==> src/rtl/if_stage.sv <==
// Instruction fetch stage: PC register, single-entry hold buffer for a stall that
// arrives together with an accepted fetch, and the IF/ID pipeline register.
module if_stage #(
    parameter logic [31:0] RESET_PC = 32'h0000_0000,
    parameter logic [31:0] NOP_INST = 32'h0000_0000
) (
    input  logic        clk,
    input  logic        rst,
    input  logic        _stall_en,
    input  logic        flush,
    input  logic [31:0] redirect_pc,
    output logic        imem_req,
    output logic [31:0] imem_addr,
    input  logic        imem_ready,
    input  logic [31:0] imem_rdata,
    output logic [31:0] if_id_pc,
    output logic [31:0] if_id_pc4,
    output logic [31:0] if_id_inst,
    output logic        if_id_valid,
    output logic [15:0] stall_cycles
);

    typedef enum logic [0:0] {StFetch, StHold} state_e;

    state_e      state_q, state_d;
    logic [31:0] pc_q, pc_d;
    logic [31:0] hold_pc_q, hold_pc_d;
    logic [31:0] hold_inst_q, hold_inst_d;
    logic [31:0] if_id_pc_q, if_id_pc_d;
    logic [31:0] if_id_pc4_q, if_id_pc4_d;
    logic [31:0] if_id_inst_q, if_id_inst_d;
    logic        if_id_valid_q, if_id_valid_d;
    logic [15:0] stall_cycles_q, stall_cycles_d;
    logic        accept;

    assign accept = (state_q == StFetch) && imem_ready;

    // Next-state logic: flush beats stall, stall beats normal advance.
    always_comb begin
        state_d        = state_q;
        pc_d           = pc_q;
        hold_pc_d      = hold_pc_q;
        hold_inst_d    = hold_inst_q;
        if_id_pc_d     = if_id_pc_q;
        if_id_pc4_d    = if_id_pc4_q;
        if_id_inst_d   = if_id_inst_q;
        if_id_valid_d  = if_id_valid_q;
        stall_cycles_d = stall_cycles_q;

        if (!_stall_en && (stall_cycles_q != 16'hFFFF)) begin
            stall_cycles_d = stall_cycles_q + 16'd1;
        end

        if (flush) begin
            // Masking keeps the PC word aligned; any fetched or held word is dropped.
            pc_d          = redirect_pc & 32'hFFFF_FFFC;
            if_id_valid_d = 1'b0;
            if_id_inst_d  = NOP_INST;
            state_d       = StFetch;
        end else begin
            unique case (state_q)
                StFetch: begin
                    if (accept) begin
                        pc_d = pc_q + 32'd4;
                        if (_stall_en) begin
                            if_id_pc_d    = pc_q;
                            if_id_pc4_d   = pc_q + 32'd4;
                            if_id_inst_d  = imem_rdata;
                            if_id_valid_d = 1'b1;
                        end else begin
                            // Decode is frozen, so park the word until it can move on.
                            hold_pc_d   = pc_q;
                            hold_inst_d = imem_rdata;
                            state_d     = StHold;
                        end
                    end else if (_stall_en) begin
                        if_id_valid_d = 1'b0;
                        if_id_inst_d  = NOP_INST;
                    end
                end
                StHold: begin
                    if (_stall_en) begin
                        if_id_pc_d    = hold_pc_q;
                        if_id_pc4_d   = hold_pc_q + 32'd4;
                        if_id_inst_d  = hold_inst_q;
                        if_id_valid_d = 1'b1;
                        state_d       = StFetch;
                    end
                end
            endcase
        end
    end

    // State registers with synchronous reset that overrides every other rule.
    always_ff @(posedge clk) begin
        if (rst) begin
            state_q        <= StFetch;
            pc_q           <= RESET_PC;
            hold_pc_q      <= 32'h0;
            hold_inst_q    <= 32'h0;
            if_id_pc_q     <= 32'h0;
            if_id_pc4_q    <= 32'h4;
            if_id_inst_q   <= NOP_INST;
            if_id_valid_q  <= 1'b0;
            stall_cycles_q <= 16'h0;
        end else begin
            state_q        <= state_d;
            pc_q           <= pc_d;
            hold_pc_q      <= hold_pc_d;
            hold_inst_q    <= hold_inst_d;
            if_id_pc_q     <= if_id_pc_d;
            if_id_pc4_q    <= if_id_pc4_d;
            if_id_inst_q   <= if_id_inst_d;
            if_id_valid_q  <= if_id_valid_d;
            stall_cycles_q <= stall_cycles_d;
        end
    end

    assign imem_req     = (state_q == StFetch);
    assign imem_addr    = pc_q;
    assign if_id_pc     = if_id_pc_q;
    assign if_id_pc4    = if_id_pc4_q;
    assign if_id_inst   = if_id_inst_q;
    assign if_id_valid  = if_id_valid_q;
    assign stall_cycles = stall_cycles_q;

endmodule

==> config.mk <==
export PLATFORM = sky130hd
export DESIGN_NAME = if_stage
export DESIGN_NICKNAME = d
export VERILOG_FILES = /design/src/rtl/if_stage.sv
export SDC_FILE = /design/constraint.sdc
export NUM_CORES = 1
export LEC_CHECK = 0
export BUFFER_PORTS_ARGS = -buffer_cell sky130_fd_sc_hd__buf_2
export CAP_MARGIN = 0
export CORE_UTILIZATION = 45
export DETAILED_ROUTE_END_ITERATION = 10
export PLACE_DENSITY_LB_ADDON = 0.2
export SLEW_MARGIN = 20
export SYNTH_ARGS = -nofsm -noshare
export SYNTH_HDL_FRONTEND = slang
export SYNTH_SLANG_ARGS = --single-unit
==> constraint.sdc <==
create_clock -name clk -period 2.7 [get_ports clk]
set_input_delay 0.135 -clock clk [delete_from_list [all_inputs] [get_ports clk]]
set_output_delay 0.135 -clock clk [all_outputs]
set_load 0.05 [all_outputs]
==> metrics <==
total of flip-flops plus latches after synthesis=202; number of global-route vias before repair=around 9000; final-report setup violation count=0; worst rel slew slack=between 20% and 30%; top cells by area in the synthesized netlist=dfxtp_1, a211oi_1, nand2_1, a21oi_1, nor2_1; number of rows created at floorplan=53; global router's overall resource usage=a little over a quarter; initial antenna violation count=1; sequential share of the synthesized area=a little over 40%; post-detailed-placement half-perimeter wirelength=between 15000 and 20000 µm; largest stage delay on the critical path=roughly 520 ps; global-route wire length before repair=approximately 48000 µm; max-capacitance violation count=0; post-route core utilization=58.5%; largest fanout of any net on the critical path=17; async set-or-reset flop fraction in the synthesized netlist=0%; DRT iter0 DRCs=567; warnings from Yosys=0; final worst clock skew=roughly 17 ps; TritonCTS buffer count=23; number of flops mapped to enable cells by yosys=0; number of buffers inserted by post-CTS setup repair=0; critical setup path kind=reg -> reg; count of input and output buffers=206; static leakage=4.87 nW; total negative slack for setup checks=0 ps; clk sink count=roughly 200; Least-Margin Pin Slew=approximately 1100 ps; Area after DPL=~11000 µm²; H-tree depth=1; Cell Chain, Critical Path=ha_1 > nand3_1 > or4_1 > buf_4 > nor3_2 > a311oi_1 > nor4_1; outcome=complete, no violations; Clk Tree Root Cell=clkbuf_16; highest ir drop seen on vdd=about 0.43 mV; average wire length per cell after detail routing=between 15 and 20 µm; average footprint of a synthesized cell=about 8 µm²; synthesized netlist cell count=~1200; area share of the largest cell type after synthesis=slightly above 40%; mean number of vias per cell=between 5 and 6; detailed-route wire length=roughly 30000 µm; clock slew at reported path FFs=60 ps; Slowest-stage cell, CP=or4_1; Final Cell Area=roughly 12000 µm²; library cell occupying the most area in the post-synthesis netlist=dfxtp_1; maximum number of pins on one net before global-route repair=79; number of detailed-routing iterations run before antenna repair=5; remaining global-route overflow=0; layout net count=~1500; unrepaired setup endpoints after global routing=no; Hold Path Class=in -> reg; quantity of gates resized following cts=0; crit path launch type=flip-flop; floorplan core area=between 20000 and 25000 µm²; TritonCTS clock tree=yes; Final ANT Viol Nets=0; share of the cycle needed by the critical path after routing=91.4%; number of distinct standard cells referenced by the synthesized netlist=63; Pwr per Cell Area=about 590 nW/µm²; total via count in the routed design=roughly 9600; fraction of final layout cells with drive strength greater than 1=around a fifth; Max Clock Freq=405 MHz; final max-slew violation count=0; clock period minus final worst setup slack=between 2000 and 2500 ps; Mapped Area=9900 µm²; top-level port count=~220; flip-flop cell with the highest count after synthesis=dfxtp_1; horizontal extent of the die=around 150 µm; placer congestion estimate=between 0.8 and 0.9; remaining routing DRC violations=0; insertion delay of the later-clocked pin in the worst-skew pair=between 500 and 600 ps; hold violation count in the final report=0; Area Overhead vs Synth=25.8%; endpoint required time on the critical path=~3100 ps; sort of element at the end of the critical path=flip-flop; initial core utilization=~47%; die area=~23000 µm²; height of the die=roughly 150 µm; maximum clock path buffer count=3; data arrival at the endpoint of the critical path=between 2000 and 3000 ps
## registers in the layout, summed over array words and instances (netlist names)
| register | cells |
|---|---|
| if_id_inst | 32 |
| state_q | 1 |
| if_id_pc4 | 30 |
| imem_addr | 30 |
| hold_pc_q | 30 |
| if_id_pc | 30 |
| hold_inst_q | 32 |
| stall_cycles | 16 |
| if_id_valid | 1 |
## cell type report
cell class / instances / area [µm²]
Clock inverter: 9 / 85.1
Inverter: 13 / 48.8
Antenna cell: 1 / 2.50
Multi-Input combinational cell: 892 / 5300
Tap cell: 275 / 344
Timing Repair Buffer: 312 / 1980
Sequential cell: 202 / 4050
Clock buffer: 31 / 647
Fill cell: 2027 / 8820
## per-layer routing
layer | vias to the layer above | wire length, µm | global-route usage, %
li1 | 4759 | - | -
met3 | 64 | 2040 | 4.48
met1 | 4473 | 13500 | 35.8
met4 | 0 | 792 | 8.64
met2 | 353 | 14000 | 42.8
met5 | - | 0 | 0
## synthesized netlist by cell type, types with 5 or more instances
library cell and number:
dfxtp_1 202, nand2_1 174, nor2_1 126, a21oi_1 111
a211oi_1 88, clkbuf_1 82, xnor2_1 45, mux2i_1 40
and3_1 39, nand3_1 34, xor2_1 29, nor3_1 24
nor4_1 21, o21ai_0 20, nand4_1 17, buf_2 13
inv_1 13, buf_4 11, and4_1 10, buf_1 10
o211ai_1 10, or3_1 9, o21a_1 6, a31oi_1 5
or4_1 5
## cell families after synthesis
logic type	after synthesis	share of synthesized area (%)
and+or+nand+nor	493	24.3
AOI/OAI and AO/OA	276	17.9
DFF	202	40.8
buffers and inverters	133	5.92
xor gates and xnor gates	74	6.54
muxes	40	4.04
adders and majority gates	3	0.379
other	1	0.0379
## worst paths after layout
path                   startpoint            end  slack [ps]  depth (start not counted)
setup / recovery     imem_addr[3]  imem_addr[28]         230                          7
hold / removal    redirect_pc[30]  imem_addr[30]          20                          3
setup reg to reg     imem_addr[3]  imem_addr[28]         230                          7
hold reg to reg      if_id_pc4[2]   if_id_pc4[2]         450                          2
## what timing repair did
action | CTS | global route
endpoints found under the setup margin | 0 | 0
endpoints found under the hold margin | 61 | 0
hold buffers | 62 | 0
## power breakdown
part           leakage (nW)  switching [mW]  internal, mW
logic                  2.86           0.744         0.346
registers              1.65           0.112          3.10
clock network         0.367            1.27          1.78
total                  4.87            2.12          5.23
## worst max-delay path, delay by kind of cell, from the launching register on
family / cells / cell delay, ps
AO/OA/AOI/OAI: 1 / 130
buffers and inverters: 1 / 240
adder cells (fa/ha/maj): 1 / 280
flip-flops: 1 / 500
AND/OR/NAND/NOR: 4 / 1210
## layout by cell type (no fill, tap or decap), drive strengths merged, types with 4 or more instances in the layout
cell type    synthesis  final
a2111oi              5      5
a211oi              88     88
a21oi              111    111
a31oi                5      5
and3                39     39
and4                10     10
buf                 38    250
clkbuf              82     31
clkinv               0      8
conb                 1      6
dfxtp              202    202
dlygate4sd3          0     62
inv                 13     13
mux2i               40     40
nand2              174    174
nand3               37     37
nand4               20     20
nor2               126    126
nor3                28     28
nor3b                4      4
nor4                26     26
o211ai              10     10
o21a                 6      6
o21ai               23     23
o221ai               4      4
o31ai                4      4
or3                 10     10
or4                  6      6
xnor2               45     45
xor2                29     29
## metrics by stage
stage	power (mW)	setup WS [ps]	hold WS, ps	cells
floorplan	4.00	157	271	1227
global placement	4.28	314	367	1632
detailed placement	4.28	243	365	1632
CTS	7.40	230	0.370	1734
global route	7.63	78.5	13.9	1735
finish	7.35	231	16.7	1735
(Power assumes the default switching activity.)
